$ cat src/rtl/ov7670_sccb_arbiter.sv
// Two-port arbiter in front of the OV7670 SCCB register-write sender.
// Port 0 (init) has strict priority; every write is followed by an idle gap, and a COM7 soft reset gets a longer one.
module ov7670_sccb_arbiter #(
   parameter int unsigned GAP_CYCLES        = 2500,
   parameter int unsigned RESET_WAIT_CYCLES = 25000,
   parameter int unsigned TIMEOUT_CYCLES    = 50000,
   parameter int unsigned CNT_W             = 16
) (
   input  logic        clk,
   input  logic        reset_n,
   input  logic        req0_valid,
   input  logic [15:0] req0_data,
   output logic        req0_ready,
   input  logic        req1_valid,
   input  logic [15:0] req1_data,
   output logic        req1_ready,
   output logic        send,
   output logic [7:0]  reg_addr,
   output logic [7:0]  value,
   input  logic        taken,
   output logic        busy,
   output logic        grant_id,
   output logic        timeout,
   output logic [15:0] xfer_count
);

   typedef enum logic [1:0] {IDLE, SEND, GAP} state_e;

   localparam logic [CNT_W-1:0] GapLoad   = CNT_W'(GAP_CYCLES);
   localparam logic [CNT_W-1:0] ResetLoad = CNT_W'(RESET_WAIT_CYCLES);
   localparam logic [CNT_W-1:0] SendLast  = CNT_W'(TIMEOUT_CYCLES - 1);

   state_e           state_q, state_d;
   logic [7:0]       addr_q, addr_d;
   logic [7:0]       val_q, val_d;
   logic             grant_q, grant_d;
   logic             timeout_q, timeout_d;
   logic [15:0]      count_q, count_d;
   logic [CNT_W-1:0] tcnt_q, tcnt_d;
   logic [CNT_W-1:0] gcnt_q, gcnt_d;

   always_ff @(posedge clk or negedge reset_n) begin
      if (!reset_n) begin
         state_q   <= IDLE;
         addr_q    <= '0;
         val_q     <= '0;
         grant_q   <= 1'b0;
         timeout_q <= 1'b0;
         count_q   <= '0;
         tcnt_q    <= '0;
         gcnt_q    <= '0;
      end else begin
         state_q   <= state_d;
         addr_q    <= addr_d;
         val_q     <= val_d;
         grant_q   <= grant_d;
         timeout_q <= timeout_d;
         count_q   <= count_d;
         tcnt_q    <= tcnt_d;
         gcnt_q    <= gcnt_d;
      end
   end

   always_comb begin
      state_d   = state_q;
      addr_d    = addr_q;
      val_d     = val_q;
      grant_d   = grant_q;
      timeout_d = 1'b0;
      count_d   = count_q;
      tcnt_d    = tcnt_q;
      gcnt_d    = gcnt_q;
      case (state_q)
         IDLE: begin
            if (req0_valid) begin
               addr_d  = req0_data[15:8];
               val_d   = req0_data[7:0];
               grant_d = 1'b0;
               tcnt_d  = '0;
               state_d = SEND;
            end else if (req1_valid) begin
               addr_d  = req1_data[15:8];
               val_d   = req1_data[7:0];
               grant_d = 1'b1;
               tcnt_d  = '0;
               state_d = SEND;
            end
         end
         SEND: begin
            // A taken arriving on the final allowed cycle still wins over the timeout.
            if (taken) begin
               count_d = count_q + 16'd1;
               gcnt_d  = (addr_q == 8'h12 && val_q[7]) ? ResetLoad : GapLoad;
               state_d = GAP;
            end else if (tcnt_q == SendLast) begin
               timeout_d = 1'b1;
               gcnt_d    = GapLoad;
               state_d   = GAP;
            end else begin
               tcnt_d = tcnt_q + CNT_W'(1);
            end
         end
         GAP: begin
            gcnt_d = (gcnt_q == '0) ? '0 : gcnt_q - CNT_W'(1);
            if (gcnt_q <= CNT_W'(1)) begin
               state_d = IDLE;
            end
         end
         default: state_d = IDLE;
      endcase
   end

   always_comb begin
      req0_ready = (state_q == IDLE);
      req1_ready = (state_q == IDLE) & ~req0_valid;
      send       = (state_q == SEND);
      busy       = (state_q != IDLE);
      reg_addr   = addr_q;
      value      = val_q;
      grant_id   = grant_q;
      timeout    = timeout_q;
      xfer_count = count_q;
   end

endmodule

$ cat config.mk
export PLATFORM = sky130hd
export DESIGN_NAME = ov7670_sccb_arbiter
export DESIGN_NICKNAME = d
export VERILOG_FILES = /design/src/rtl/ov7670_sccb_arbiter.sv
export SDC_FILE = /design/constraint.sdc
export NUM_CORES = 1
export LEC_CHECK = 0
export ABC_AREA = 1
export BUFFER_PORTS_ARGS = -buffer_cell sky130_fd_sc_hd__buf_4
export CORE_MARGIN = 2
export CORE_UTILIZATION = 35
export DETAILED_ROUTE_END_ITERATION = 8
export GPL_TIMING_DRIVEN = 0
export HOLD_SLACK_MARGIN = 0.03
export SETUP_SLACK_MARGIN = 0.2
export SLEW_MARGIN = 20
export SYNTH_ARGS = -nofsm -noshare
export SYNTH_HDL_FRONTEND = slang
export SYNTH_SLANG_ARGS = --single-unit
$ cat constraint.sdc
create_clock -name clk -period 2.67 [get_ports clk]
set_input_delay 0.4005 -clock clk [delete_from_list [all_inputs] [get_ports clk]]
set_output_delay 0.4005 -clock clk [all_outputs]
set_load 0.03 [all_outputs]
Yosys cells after proc, flatten, opt, wreduce, memory -nomap -nowiden
Index checks and enable logic that the tools add are counted.

Bits in registers: 68. Word-level logic and storage cells: 60.

Add/sub/neg operators: 3. Order comparisons: 1. Equal/unequal tests: 9. Mux-type cells: 25. Bitwise logic cells: 2. Reduce and logical (&&, ||, !) cells: 12.

Operators by type and width (number): $mux W16 (7); $pmux W16 S2 (2); $add A16 B1 Y16 const B (2); $mux W8 (4); $eq A16 B16 Y1 const B (1); $le A16 B1 Y1 const B (1); $logic_not A16 Y1 (1); $sub A16 B1 Y16 const B (1); $mux W15 (1); $mux W2 (5); $eq A8 B5 Y1 const B (1); $reduce_bool A2 Y1 (4); $ne A2 B2 Y1 const B (3); $pmux W2 S3 (1); $reduce_and A2 Y1 (3); $mux W1 (5); $reduce_and A4 Y1 (1); $ne A3 B1 Y1 const B (1); $ne A3 B2 Y1 const B (1); $reduce_and A3 Y1 (1); $eq A2 B1 Y1 const B (1); $eq A2 B2 Y1 const B (1); $logic_not A2 Y1 (1); $and A1 B1 Y1 (1); other kinds (2) (2).

Logic depth before layout (Yosys ltp)
Word-level depth: 5. Mapped depth: 10. Mapped depth without buffers: 10.

Worst setup path before layout
No wires, ideal clock.

Path type: flip-flop to output port. From: register state_q[0]. To: output req1_ready. Arrival time: 1555 ps. Required time: 2270 ps. Setup slack: 714 ps. Stages on the path, launching flop included: 5. Cell sequence: dfrtp_1 > inv_1 > ha_1 > inv_1 > nor2_1.

Cells in the longest elaborated chain, start to end: 2.

RTL lines: start: declaration (RTL line 33) `state_e state_q, state_d;`; start signal: assignment (RTL line 53) `state_q <= state_d;`; $logic_not A2 Y1; net req0_ready (RTL line 13) `output logic req0_ready,`; $and A1 B1 Y1 (RTL line 115) `req1_ready = (state_q == IDLE) & ~req0_valid;`; end: declaration (RTL line 16) `output logic req1_ready,`.

The timed path passes the listed nets, and every way through them passes these cells.

Worst setup path after layout
From: register state_q[0]. To: output req1_ready.

Cells in the longest elaborated chain, start to end: 2.

RTL lines (RTL line): $logic_not A2 Y1 (115); $and A1 B1 Y1 (115).

No other way between the ends.

==> results.json <==
{
  "status": "completed",
  "hp-class": "in -> async",
  "synthTopCellsByArea": "dfrtp_1, nand2_1, inv_1",
  "worstSetupPathType": "reg -> out",
  "syn_to_final_growth_pct": 25.20,
  "drive_gt1_share_pct": 18.77,
  "path_cells": "inv_1, ha_1, inv_1, nor2_1, buf_4",
  "async_flop_share_pct": 100.0,
  "avgViaCountPerCell": 4.842,
  "overflow": 0,
  "ant_nets": 0,
  "slowest_stage": "dfrtp_1",
  "dieArea_sq_um": 12670,
  "first_pass_iters": 5,
  "cp_max_fo": 5,
  "slowest_delay_ps": 400,
  "powerDensity_nw_per_um2": 1001,
  "grt_pass1_wl_mm": 17.97,
  "slew_headroom_pct": 41.79,
  "vias": 3840,
  "period_minus_slack_ps": 1847,
  "clk_path_buf_depth": 2,
  "start_kind": "register",
  "netlist-cell-type-count": 34,
  "grt_start_max_net_pins": 69,
  "ys_seq_area_share_pct": 41.25,
  "synth_seq_cells": 68,
  "dieHeight_um": 112.6,
  "critical-path-top-delay-family": "flip-flops",
  "multiInputGateArea_sq_um": 2069,
  "cp-end-kind": "output pin",
  "max_cap_viol_count": 0,
  "worstPathArrival_ps": 1450,
  "yosysMostFrequentCell": "nand2_1",
  "drt-initial-drc-count": 188,
  "coreArea_sq_um": 11470,
  "drt-total-wl_mm": 10.08,
  "worst_slack_ps": 822.6,
  "io_buffers": 73,
  "period_share_pct": 69.19,
  "antenna_found_initial": 0,
  "p_leak_nw": 2.581,
  "synth_common_cells": "nand2_1, inv_1, dfrtp_1, nor2_1, o21ai_0",
  "synth_flop_cell": "dfrtp_1",
  "synth_area_sq_um": 4125,
  "drv_slew": 0,
  "wire_per_inst_um": 12.71,
  "worst_path_most_repeated_cell": "inv_1",
  "post_cts_buffers": 0,
  "cts_buffers": 9,
  "required_ps": 2270,
  "synthesis.nets": 609,
  "rsz0062_at_grt": "false",
  "tightest_slew_ps": 873.1,
  "seq_area_sq_um": 1702,
  "yosysWarnings": 0,
  "fillers": 1152,
  "synth_edf_count": 0,
  "io_pins": 75,
  "core.rowCount": 39,
  "pre_cts_slack_ps": 835.9,
  "fin_worst_skew_ps": 5.637,
  "gp_congestion": 0.8742,
  "syn-instance-count": 564,
  "h-tree-depth": 3,
  "setup_viol": 0,
  "track_usage_pct": 17.36,
  "initial_core_util_pct": 35.97,
  "synth_top_area_share_pct": 41.25,
  "clock.fmax_mhz": 541.3,
  "whs_ps": 160.0,
  "clock_sinks": 68,
  "crit_buf_inv": 3,
  "hold_buffers": 0,
  "grt_pass1_vias": 3970,
  "clk_pin_slew_ps": 50,
  "drc_errors": 0,
  "fin_setup_tns_ps": 0,
  "cts-root-buf": "clkbuf_16",
  "dpl.hpwl_mm": 7.427,
  "diodes": 0,
  "post_cts_resized": 0,
  "cts_tree": "done",
  "synth_top_area_cell": "dfrtp_1",
  "peakVddDrop_v": 0.0005910,
  "fin_nets": 693,
  "hold_viol": 0,
  "die_w_um": 112.6,
  "avgSynthCellArea_sq_um": 7.314,
  "clk_latency_ps": 340
}
## path summary, 6_finish.rpt
check,end,cells after the start,startpoint,slack (ps)
worst max register to register,tcnt_q[10]$_DFFE_PN0P_,8,state_q[0]$_DFFE_PN0P_,840
min in group clk,reg_addr[1]$_DFFE_PN0P_,3,req1_data[9],310
max in group asynchronous,reg_addr[5]$_DFFE_PN0P_,1,reset_n,1920
worst max-delay path,req1_ready,5,state_q[0]$_DFFE_PN0P_,820
worst min-delay path,value[5]$_DFFE_PN0P_,1,reset_n,160
worst min register to register,value[0]$_DFFE_PN0P_,2,value[0]$_DFFE_PN0P_,480
## flip-flops by register name (all words and copies together), names as in the netlist
| signal | flops |
|---|---|
| gcnt_q | 16 |
| tcnt_q | 16 |
| xfer_count | 16 |
| reg_addr | 8 |
| value | 8 |
| state_q | 2 |
| grant_id | 1 |
| timeout | 1 |
## where the power goes
group | total (mW) | switching, mW | internal, mW
clock | 1.29 | 0.434 | 0.853
combinational | 2.34 | 1.55 | 0.790
sequential | 1.54 | 0.235 | 1.31
total | 5.17 | 2.22 | 2.95
## per-stage QoR
stage	cells	power [mW]	util [%]	cell area [sq um]
3_5_place_dp	780	3.913	42.31	4852
4_1_cts	793	5.226	45.04	5165
3_3_place_gp	780	3.877	42.31	4852
6_report	793	5.172	45.04	5165
2_1_floorplan	564	3.129	-	4125
5_1_grt	793	5.573	45.04	5165
## layout by cell type (no fill, tap or decap), types with 3 or more instances in the layout
master,count
xor2_1,14
nor2_1,58
clkbuf_16,9
o21bai_1,6
nand2_2,6
o21ai_1,4
buf_2,4
xnor2_1,7
or2_2,3
nor2_2,5
nand4_1,17
o21ai_0,47
dfrtp_1,68
clkbuf_1,7
a21oi_1,6
inv_1,71
ha_1,8
o21ai_2,3
nand2_1,161
nand3_1,39
nor3_1,7
o211ai_1,6
buf_4,74
## logic make-up after synthesis
family,after synthesis,synth area share (%)
simple gates,305,32.88
buf+inv,88,8.584
compound gates,74,10.40
flops,68,41.25
xor+xnor,21,4.459
fa+ha+maj,8,2.427
## final cells by class
cell class,instances,share of cell area [%]
repair buffers,73,10.61
plain buffers,15,1.550
flip-flops and latches,68,32.95
well taps,143,3.464
clock buffers,11,4.893
multi-input cells,408,40.07
clock inverters,2,1.163
inverters,73,5.305
## routing by layer
metal	global-route usage, %	vias up	wire, um
met5	0	-	0
met4	7.561	0	147
li1	-	1968	-
met2	28.38	66	4821
met3	3.726	13	352
met1	22.20	1793	4757
(Power assumes the default switching activity.)
